### src/rtl/fifo_pkg.sv
// Shared helpers for the synchronous FIFO: depth calculation, parameter
// legality predicates and the packed status-flag bundle.
package fifo_pkg;

  typedef struct packed {
    logic full;
    logic empty;
    logic almost_full;
    logic almost_empty;
  } fifo_flags_t;

  function automatic int depth(input int aw);
    return 1 << aw;
  endfunction

  function automatic bit afull_ok(input int thresh, input int aw);
    return (thresh >= 1) && (thresh <= depth(aw) - 1);
  endfunction

  function automatic bit aempty_ok(input int thresh, input int aw);
    return (thresh >= 0) && (thresh <= depth(aw) - 2);
  endfunction

endpackage

### src/rtl/sync_fifo_mem.sv
// Storage array for the synchronous FIFO: synchronous write port, and either a
// registered read port or a combinational head-of-queue read (FWFT).
module sync_fifo_mem
  import fifo_pkg::*;
#(
  parameter int DATA_WIDTH = 8,
  parameter int ADDR_WIDTH = 4,
  parameter int FWFT       = 0
) (
  input  logic                  i_clk,
  input  logic                  i_rst,
  input  logic                  i_we,
  input  logic [ADDR_WIDTH-1:0] i_waddr,
  input  logic [DATA_WIDTH-1:0] i_wdata,
  input  logic                  i_re,
  input  logic [ADDR_WIDTH-1:0] i_raddr,
  output logic [DATA_WIDTH-1:0] o_rdata
);

  logic [DATA_WIDTH-1:0] r_mem [0:depth(ADDR_WIDTH)-1];

  // NOTE: the array has no reset; empty/full come from the pointers, so stale
  // contents are never observable and the array can map onto plain RAM.
  always_ff @(posedge i_clk) begin
    if (i_we) r_mem[i_waddr] <= i_wdata;
  end

  if (FWFT != 0) begin : g_fwft
    logic w_unused_fwft;
    assign w_unused_fwft = ^{i_rst, i_re};
    assign o_rdata       = r_mem[i_raddr];
  end else begin : g_reg
    logic [DATA_WIDTH-1:0] r_rdata;
    // Holds the last popped word; rejected reads leave it untouched.
    always_ff @(posedge i_clk) begin
      if (i_rst)     r_rdata <= '0;
      else if (i_re) r_rdata <= r_mem[i_raddr];
    end
    assign o_rdata = r_rdata;
  end

endmodule

### src/rtl/sync_fifo_param.sv
// Single-clock parametrised FIFO with occupancy count, almost-full/empty
// thresholds, sticky overflow/underflow flags and optional FWFT read mode.
module sync_fifo_param
  import fifo_pkg::*;
#(
  parameter int DATA_WIDTH    = 8,
  parameter int ADDR_WIDTH    = 4,
  parameter int AFULL_THRESH  = depth(ADDR_WIDTH) - 2,
  parameter int AEMPTY_THRESH = 2,
  parameter int FWFT          = 0
) (
  input  logic                  clk,
  input  logic                  rst,
  input  logic                  winc,
  input  logic [DATA_WIDTH-1:0] wdata,
  output logic                  wfull,
  output logic                  walmost_full,
  input  logic                  rinc,
  output logic [DATA_WIDTH-1:0] rdata,
  output logic                  rempty,
  output logic                  ralmost_empty,
  output logic [ADDR_WIDTH:0]   count,
  input  logic                  clr_err,
  output logic                  overflow,
  output logic                  underflow
);

  if (ADDR_WIDTH < 1) begin : g_bad_aw
    $error("sync_fifo_param: ADDR_WIDTH must be >= 1");
  end
  if (DATA_WIDTH < 1) begin : g_bad_dw
    $error("sync_fifo_param: DATA_WIDTH must be >= 1");
  end
  if (!afull_ok(AFULL_THRESH, ADDR_WIDTH)) begin : g_bad_afull
    $error("sync_fifo_param: AFULL_THRESH must be in 1..DEPTH-1");
  end
  if (!aempty_ok(AEMPTY_THRESH, ADDR_WIDTH)) begin : g_bad_aempty
    $error("sync_fifo_param: AEMPTY_THRESH must be in 0..DEPTH-2");
  end
  if ((FWFT != 0) && (FWFT != 1)) begin : g_bad_fwft
    $error("sync_fifo_param: FWFT must be 0 or 1");
  end

  // Extra MSB is the wrap bit; it separates full from empty when addresses match.
  typedef logic [ADDR_WIDTH:0] ptr_t;

  localparam ptr_t AFULL_P  = ptr_t'(AFULL_THRESH);
  localparam ptr_t AEMPTY_P = ptr_t'(AEMPTY_THRESH);

  ptr_t        r_wptr;
  ptr_t        r_rptr;
  ptr_t        w_count;
  fifo_flags_t w_flags;
  logic        w_wr_en;
  logic        w_rd_en;
  logic        r_overflow;
  logic        r_underflow;

  assign w_count = r_wptr - r_rptr;

  always_comb begin
    w_flags.empty        = (r_wptr == r_rptr);
    w_flags.full         = (r_wptr[ADDR_WIDTH] != r_rptr[ADDR_WIDTH]) &&
                           (r_wptr[ADDR_WIDTH-1:0] == r_rptr[ADDR_WIDTH-1:0]);
    w_flags.almost_full  = (w_count >= AFULL_P);
    w_flags.almost_empty = (w_count <= AEMPTY_P);
  end

  assign w_wr_en = winc && !w_flags.full;
  assign w_rd_en = rinc && !w_flags.empty;

  // NOTE: state registers use non-blocking assignments so every flop samples
  // the pre-edge values of the pointers and flags.
  always_ff @(posedge clk) begin
    if (rst) begin
      r_wptr <= '0;
      r_rptr <= '0;
    end else begin
      if (w_wr_en) r_wptr <= r_wptr + ptr_t'(1);
      if (w_rd_en) r_rptr <= r_rptr + ptr_t'(1);
    end
  end

  // Setting an error takes priority over clearing it in the same cycle.
  always_ff @(posedge clk) begin
    if (rst) begin
      r_overflow  <= 1'b0;
      r_underflow <= 1'b0;
    end else begin
      if (winc && w_flags.full) r_overflow <= 1'b1;
      else if (clr_err)         r_overflow <= 1'b0;
      if (rinc && w_flags.empty) r_underflow <= 1'b1;
      else if (clr_err)          r_underflow <= 1'b0;
    end
  end

  sync_fifo_mem #(
    .DATA_WIDTH (DATA_WIDTH),
    .ADDR_WIDTH (ADDR_WIDTH),
    .FWFT       (FWFT)
  ) u_mem (
    .i_clk   (clk),
    .i_rst   (rst),
    .i_we    (w_wr_en),
    .i_waddr (r_wptr[ADDR_WIDTH-1:0]),
    .i_wdata (wdata),
    .i_re    (w_rd_en),
    .i_raddr (r_rptr[ADDR_WIDTH-1:0]),
    .o_rdata (rdata)
  );

  assign wfull         = w_flags.full;
  assign rempty        = w_flags.empty;
  assign walmost_full  = w_flags.almost_full;
  assign ralmost_empty = w_flags.almost_empty;
  assign count         = w_count;
  assign overflow      = r_overflow;
  assign underflow     = r_underflow;

endmodule

### config.mk
export PLATFORM = sky130hd
export DESIGN_NAME = sync_fifo_param
export DESIGN_NICKNAME = d
export VERILOG_FILES = /design/src/rtl/fifo_pkg.sv /design/src/rtl/sync_fifo_mem.sv /design/src/rtl/sync_fifo_param.sv
export SDC_FILE = /design/constraint.sdc
export NUM_CORES = 1
export LEC_CHECK = 0
export CORE_MARGIN = 4
export CORE_UTILIZATION = 37
export DETAILED_ROUTE_END_ITERATION = 10
export GPL_TIMING_DRIVEN = 0
export SLEW_MARGIN = 40
export SYNTH_ARGS = -nofsm -noshare
export SYNTH_HDL_FRONTEND = slang
export SYNTH_SLANG_ARGS = --single-unit
### constraint.sdc
create_clock -name clk -period 3.81 [get_ports clk]
set_input_delay 0.381 -clock clk [delete_from_list [all_inputs] [get_ports clk]]
set_output_delay 0.381 -clock clk [all_outputs]
set_load 0.05 [all_outputs]
* Yosys cells after proc, flatten, opt, wreduce, memory -nomap -nowiden
Memories as Yosys holds them, arrays and structs flattened. A register that Yosys moved wholly into a read port is not among the register bits.
Index checks and enable logic that the tools add are counted.
Widths: inputs -> output; s select.
** Storage, ports and cells
- Register bits after elaboration :: 12
- Bits in writable memories :: 128
- Input port bits :: 13
- Output and inout port bits :: 19
- Memories :: 1
** Memory list
- u_mem.r_mem :: words 16, width 8, rd ports 1, clocked after Yosys merged registers in 1, wr ports 1, line sync_fifo_mem.sv:20 : logic [DATA_WIDTH-1:0] r_mem [0:depth(ADDR_WIDTH)-1];
** Operators by class
- $add $sub $neg :: 3
- $lt $le $gt $ge :: 2
- Equality and inequality tests :: 3
- Mux-type cells :: 5
- Reductions and logical operators :: 9
** Operators by type and width (number)
- $add 5x1->5 const B :: 2
- $eq 5x5->1 :: 1
- $ge 5x4->1 const B :: 1
- $le 5x2->1 const B :: 1
- $logic_and 1x1->1 :: 5
- $mux 1 :: 5
- $sub 5x5->5 :: 1
- $eq 4x4->1 :: 1
- $reduce_bool 2->1 :: 2
- $logic_not 1->1 :: 2
- $ne 1x1->1 :: 1

* Longest topological paths before layout
- Depth after elaboration :: 6
- Depth in mapped cells :: 9
- Mapped depth without buffers :: 8

* Cells and area by module
Synthesis repeated with hierarchy kept, for this count alone.
** Second synthesis, totals
- Cell total of the unflattened synthesis :: 397
- Area total of the unflattened synthesis :: 6049.6 µm²
** Modules (own cells, without submodules)
- sync_fifo_mem :: instances 1, cells each 316, area an instance 5343.9 µm², sequential area each 4003.8 µm²
- sync_fifo_param :: instances 1, cells each 81, area an instance 705.7 µm², sequential area each 240.2 µm²

* Worst setup path after synthesis
OpenSTA, ideal clock, no wires.
- Kind :: reg2out
- Start :: register r_rptr[1]
- End :: output port ralmost_empty
- Arrival :: 3323 ps
- Required time :: 3429 ps
- Setup slack :: 106 ps
- Cell stages (with the launch flop) :: 9
- Path buffers :: 2
- Path through :: dfxtp_1 -> buf_4 -> buf_4 -> inv_1 -> fa_1 -> a21o_1 -> a21oi_1 -> xnor2_1 -> a211oi_1
** On the way
- Cells in the longest elaborated chain, start to end :: 2
** Ends and longest elaborated chain
- start, declared :: line sync_fifo_param.sv:51 : ptr_t r_rptr;
- start signal, assigned :: line sync_fifo_param.sv:80 : if (w_rd_en) r_rptr <= r_rptr + ptr_t'(1);
- $sub 5x5->5 :: line sync_fifo_param.sv:59 : assign w_count = r_wptr - r_rptr;
- named net count[4] :: line sync_fifo_param.sv:22 : output logic [ADDR_WIDTH:0] count,
- $le 5x2->1 :: line sync_fifo_param.sv:66 : w_flags.almost_empty = (w_count <= AEMPTY_P);
- end, declared :: line sync_fifo_param.sv:21 : output logic ralmost_empty,
The timed path passes the listed nets, and every way through them passes these cells.

* Worst setup path in the final report
- Start :: register r_rptr[1]
- End :: output port ralmost_empty
** On the way
- Cells in the longest elaborated chain, start to end :: 2
** Ends and longest elaborated chain (line)
- $sub 5x5->5 :: sync_fifo_param.sv:59
- $le 5x2->1 :: sync_fifo_param.sv:66
Every way passes these cells.

==> metrics.txt <==
wire length of the first global-routing pass=20510 um; synthesis-to-layout area growth=19.87%; clock sinks=148; Placed Instance Area=6614 um^2; initial antenna violation count=0; # diodes=0; worst flop-to-flop path endpoint=u_mem.r_mem[12][6]$_DFFE_PP_; Final period util=95.26%; worst-margin pin slew=0.7919 ns; Avg Cell Area, Syn=15.78 um^2; Peak VDD IR=375.4 uV; clk_lat worst skew=roughly 0.42 ns; top cells by area, synth=edfxtp_1 (64%), mux2i_1 (8.3%), dfxtp_1 (6.7%); sequential area share after synthesis=70.58%; number of synthesized flops with an enable pin=128; GRT Total Usage=15.41%; Warnings, synthesis=0; Max H-tree Level=4; Mapped Area=6013 um^2; Final TNS setup=0 ns; fmax=275.5 MHz; Min Clock Period, post-route=3.629 ns; postcts setup bufs=0; switch share=28.18%; pin count of the biggest net entering global routing=17; status=finished clean; Leak=2.328 nW; Reg-to-Reg Start=r_rptr[1]$_SDFFE_PP0P_; Synth top area share=63.92%; CP max FO=10; critical setup path kind=reg -> out; Slew Limit Fails=0; Max Cap Viol=0; unrepaired setup endpoints after global routing=no; Detailed Place HPWL=a little under 9000 um; Worst Setup EP=ralmost_empty; DR DRC count=0; GRT overflow=0; Crit path arrival time=3.25 ns; Seq pwr share=43.5%; CTS tree=done; Relative slew margins=47.01%; Final nets=between 400 and 500; CTS buffer count=17; Synth cell types=41; Cells on Worst Hold Path=2; initial core utilization=37.85%; Hold WS=0.5167 ns; share of total power in combinational logic=18.4%; routed wire length=13200 um; layout cells sized above 1=14.48%; R2R depth=8; Final setup viols=0; Clock power frac=38.1%; I/O pin cnt=32; Worst Setup SP=r_rptr[1]$_SDFFE_PP0P_; Synth Net Count=404; Fin Clk Skew=0.009853 ns; Clock transition at path regs=about 0.060 ns; pwr/cell area=584.6 nW/um^2; Die Width=135.5 um; top_reg_cell synth=edfxtp_1; antenna-violating nets left=0; R2R Setup Slk=0.60 ns; dominant cell type by area after synthesis=edfxtp_1; Final Hold Violating Endpoints=0; Clk Tree Root Cell=clkbuf_16; port buffer count=31; via count=3381; NetSw=1.188 mW; vias per cell=5.138; worst hold-check path type=reg -> reg; Worst Path Required=3.43 ns; FFs w/ async S/R, synth=0%; Int Pwr=3.026 mW; critical path launch point type=register; final instance area=just over 7000 um^2; initial DRC count=375; gpl congestion=0.7909; Synth Register Bits=about 150; Worst setup EP type=output pin; Die Ht=about 140 um; drt first pass iters=5; core area=about 16000 um^2; Syn Inst Count=381; routed len/inst=about 20 um; vias in the first global route=3449; Die ar.=18360 um^2; Row Count=46; clock buffer depth=2
==> cell usage after synthesis, types with 9 or more instances <==
master / count
edfxtp_1: 128
mux2i_1: 50
nor2_1: 33
dfxtp_1: 20
o22ai_1: 16
nor3_1: 12
o21ai_0: 11
a211oi_1: 9
buf_2: 9
ha_1: 9
==> per-layer routing <==
metal	wire [um]	vias to the layer above	track usage, %
li1	-	1574	-
met3	668	7	3.455
met4	111	0	5.151
met1	5546	1718	19.57
met2	6869	82	26.22
met5	0	-	0
==> power groups by stage <==
stage | registers [mW] | clock network (mW) | logic (mW)
after CTS | 1.83 | 1.62 | 0.779
after global routing | 1.84 | 1.69 | 0.829
final | 1.83 | 1.60 | 0.775
after global placement | 1.87 | 0 | 0.776
after detailed placement | 1.87 | 0 | 0.785
after floorplan | 1.94 | 0 | 0.451
==> final cells by class <==
cell class	instances	area, um^2
inverter	8	30.03
tap	216	270.3
buffer	17	86.33
sequential	148	4244
clock inverter	14	135.1
multi-input combinational	206	1695
timing repair buffer	31	317.8
fill	1429	8677
clock buffer	18	429.2
==> through the flow <==
step | power [mW] | std cells | utilization, % | setup WS, ns
6_report | 4.214 | 658 | 45.38 | 0.1806
5_1_grt | 4.359 | 658 | 45.38 | 0.005485
4_1_cts | 4.232 | 660 | 45.17 | 0.0003304
3_5_place_dp | 2.654 | 628 | 41.64 | 0.2910
3_3_place_gp | 2.644 | 628 | 41.51 | 0.03549
2_1_floorplan | 2.387 | 381 | - | 0.1058
==> worst max-delay path, stage by stage, from the launching register on <==
cell,delay (ns)
dfxtp_1,0.45
buf_4,0.28
buf_4,0.26
inv_1,0.10
ha_1,0.29
nor2b_1,0.13
o21a_1,0.17
or3_1,0.34
a211oi_1,0.23
dlygate4sd2_1,0.55
==> sequential cells by signal, summed over array words and instances, names as in the netlist <==
name,count
underflow,1
u_mem.o_rdata,8
u_mem.r_mem,128
r_rptr,5
overflow,1
r_wptr,5
==> placed cells by master (no fill, tap or decap), types with 7 or more instances in the layout <==
cell type        Yosys  final
o21ai_0             11     11
a211oi_1             9      9
mux4_2               8      8
nor3_1              12      8
inv_1                8      8
clkdlybuf4s50_1      0     25
buf_2                9      9
a221oi_1             8      8
nor2_2               0      7
edfxtp_1           128    128
ha_1                 9      9
clkbuf_16            0     17
dfxtp_1             20     20
o22ai_1             16     16
nor2_1              33     26
mux2i_1             50     50
==> logic make-up after synthesis <==
family / synth area share, %
AO/OA/AOI/OAI: 6.845
XOR/XNOR: 1.561
adder cells (fa/ha/maj): 2.206
buffers and inverters: 2.060
flip-flops: 70.58
multiplexers: 11.32
AND/OR/NAND/NOR: 5.431
==> worst min-delay path by stage <==
stage,startpoint,endpoint,slack (ns)
floorplan,wdata[0],u_mem.r_mem[0][0]$_DFFE_PP_,0.48
global placement,u_mem.o_rdata[7]$_SDFFE_PP0P_,u_mem.o_rdata[7]$_SDFFE_PP0P_,0.51
detailed placement,u_mem.o_rdata[5]$_SDFFE_PP0P_,u_mem.o_rdata[5]$_SDFFE_PP0P_,0.51
CTS,u_mem.o_rdata[7]$_SDFFE_PP0P_,u_mem.o_rdata[7]$_SDFFE_PP0P_,0.52
global route,u_mem.o_rdata[2]$_SDFFE_PP0P_,u_mem.o_rdata[2]$_SDFFE_PP0P_,0.55
finish,u_mem.o_rdata[0]$_SDFFE_PP0P_,u_mem.o_rdata[0]$_SDFFE_PP0P_,0.52
==> what timing repair did <==
action / 4_1_cts / 5_1_grt
gates resized for setup: 2 / 4
endpoints found under the setup margin: 2 / 5
hold buffers: 0 / 0
Note: power is estimated with default switching activity, not from simulation.
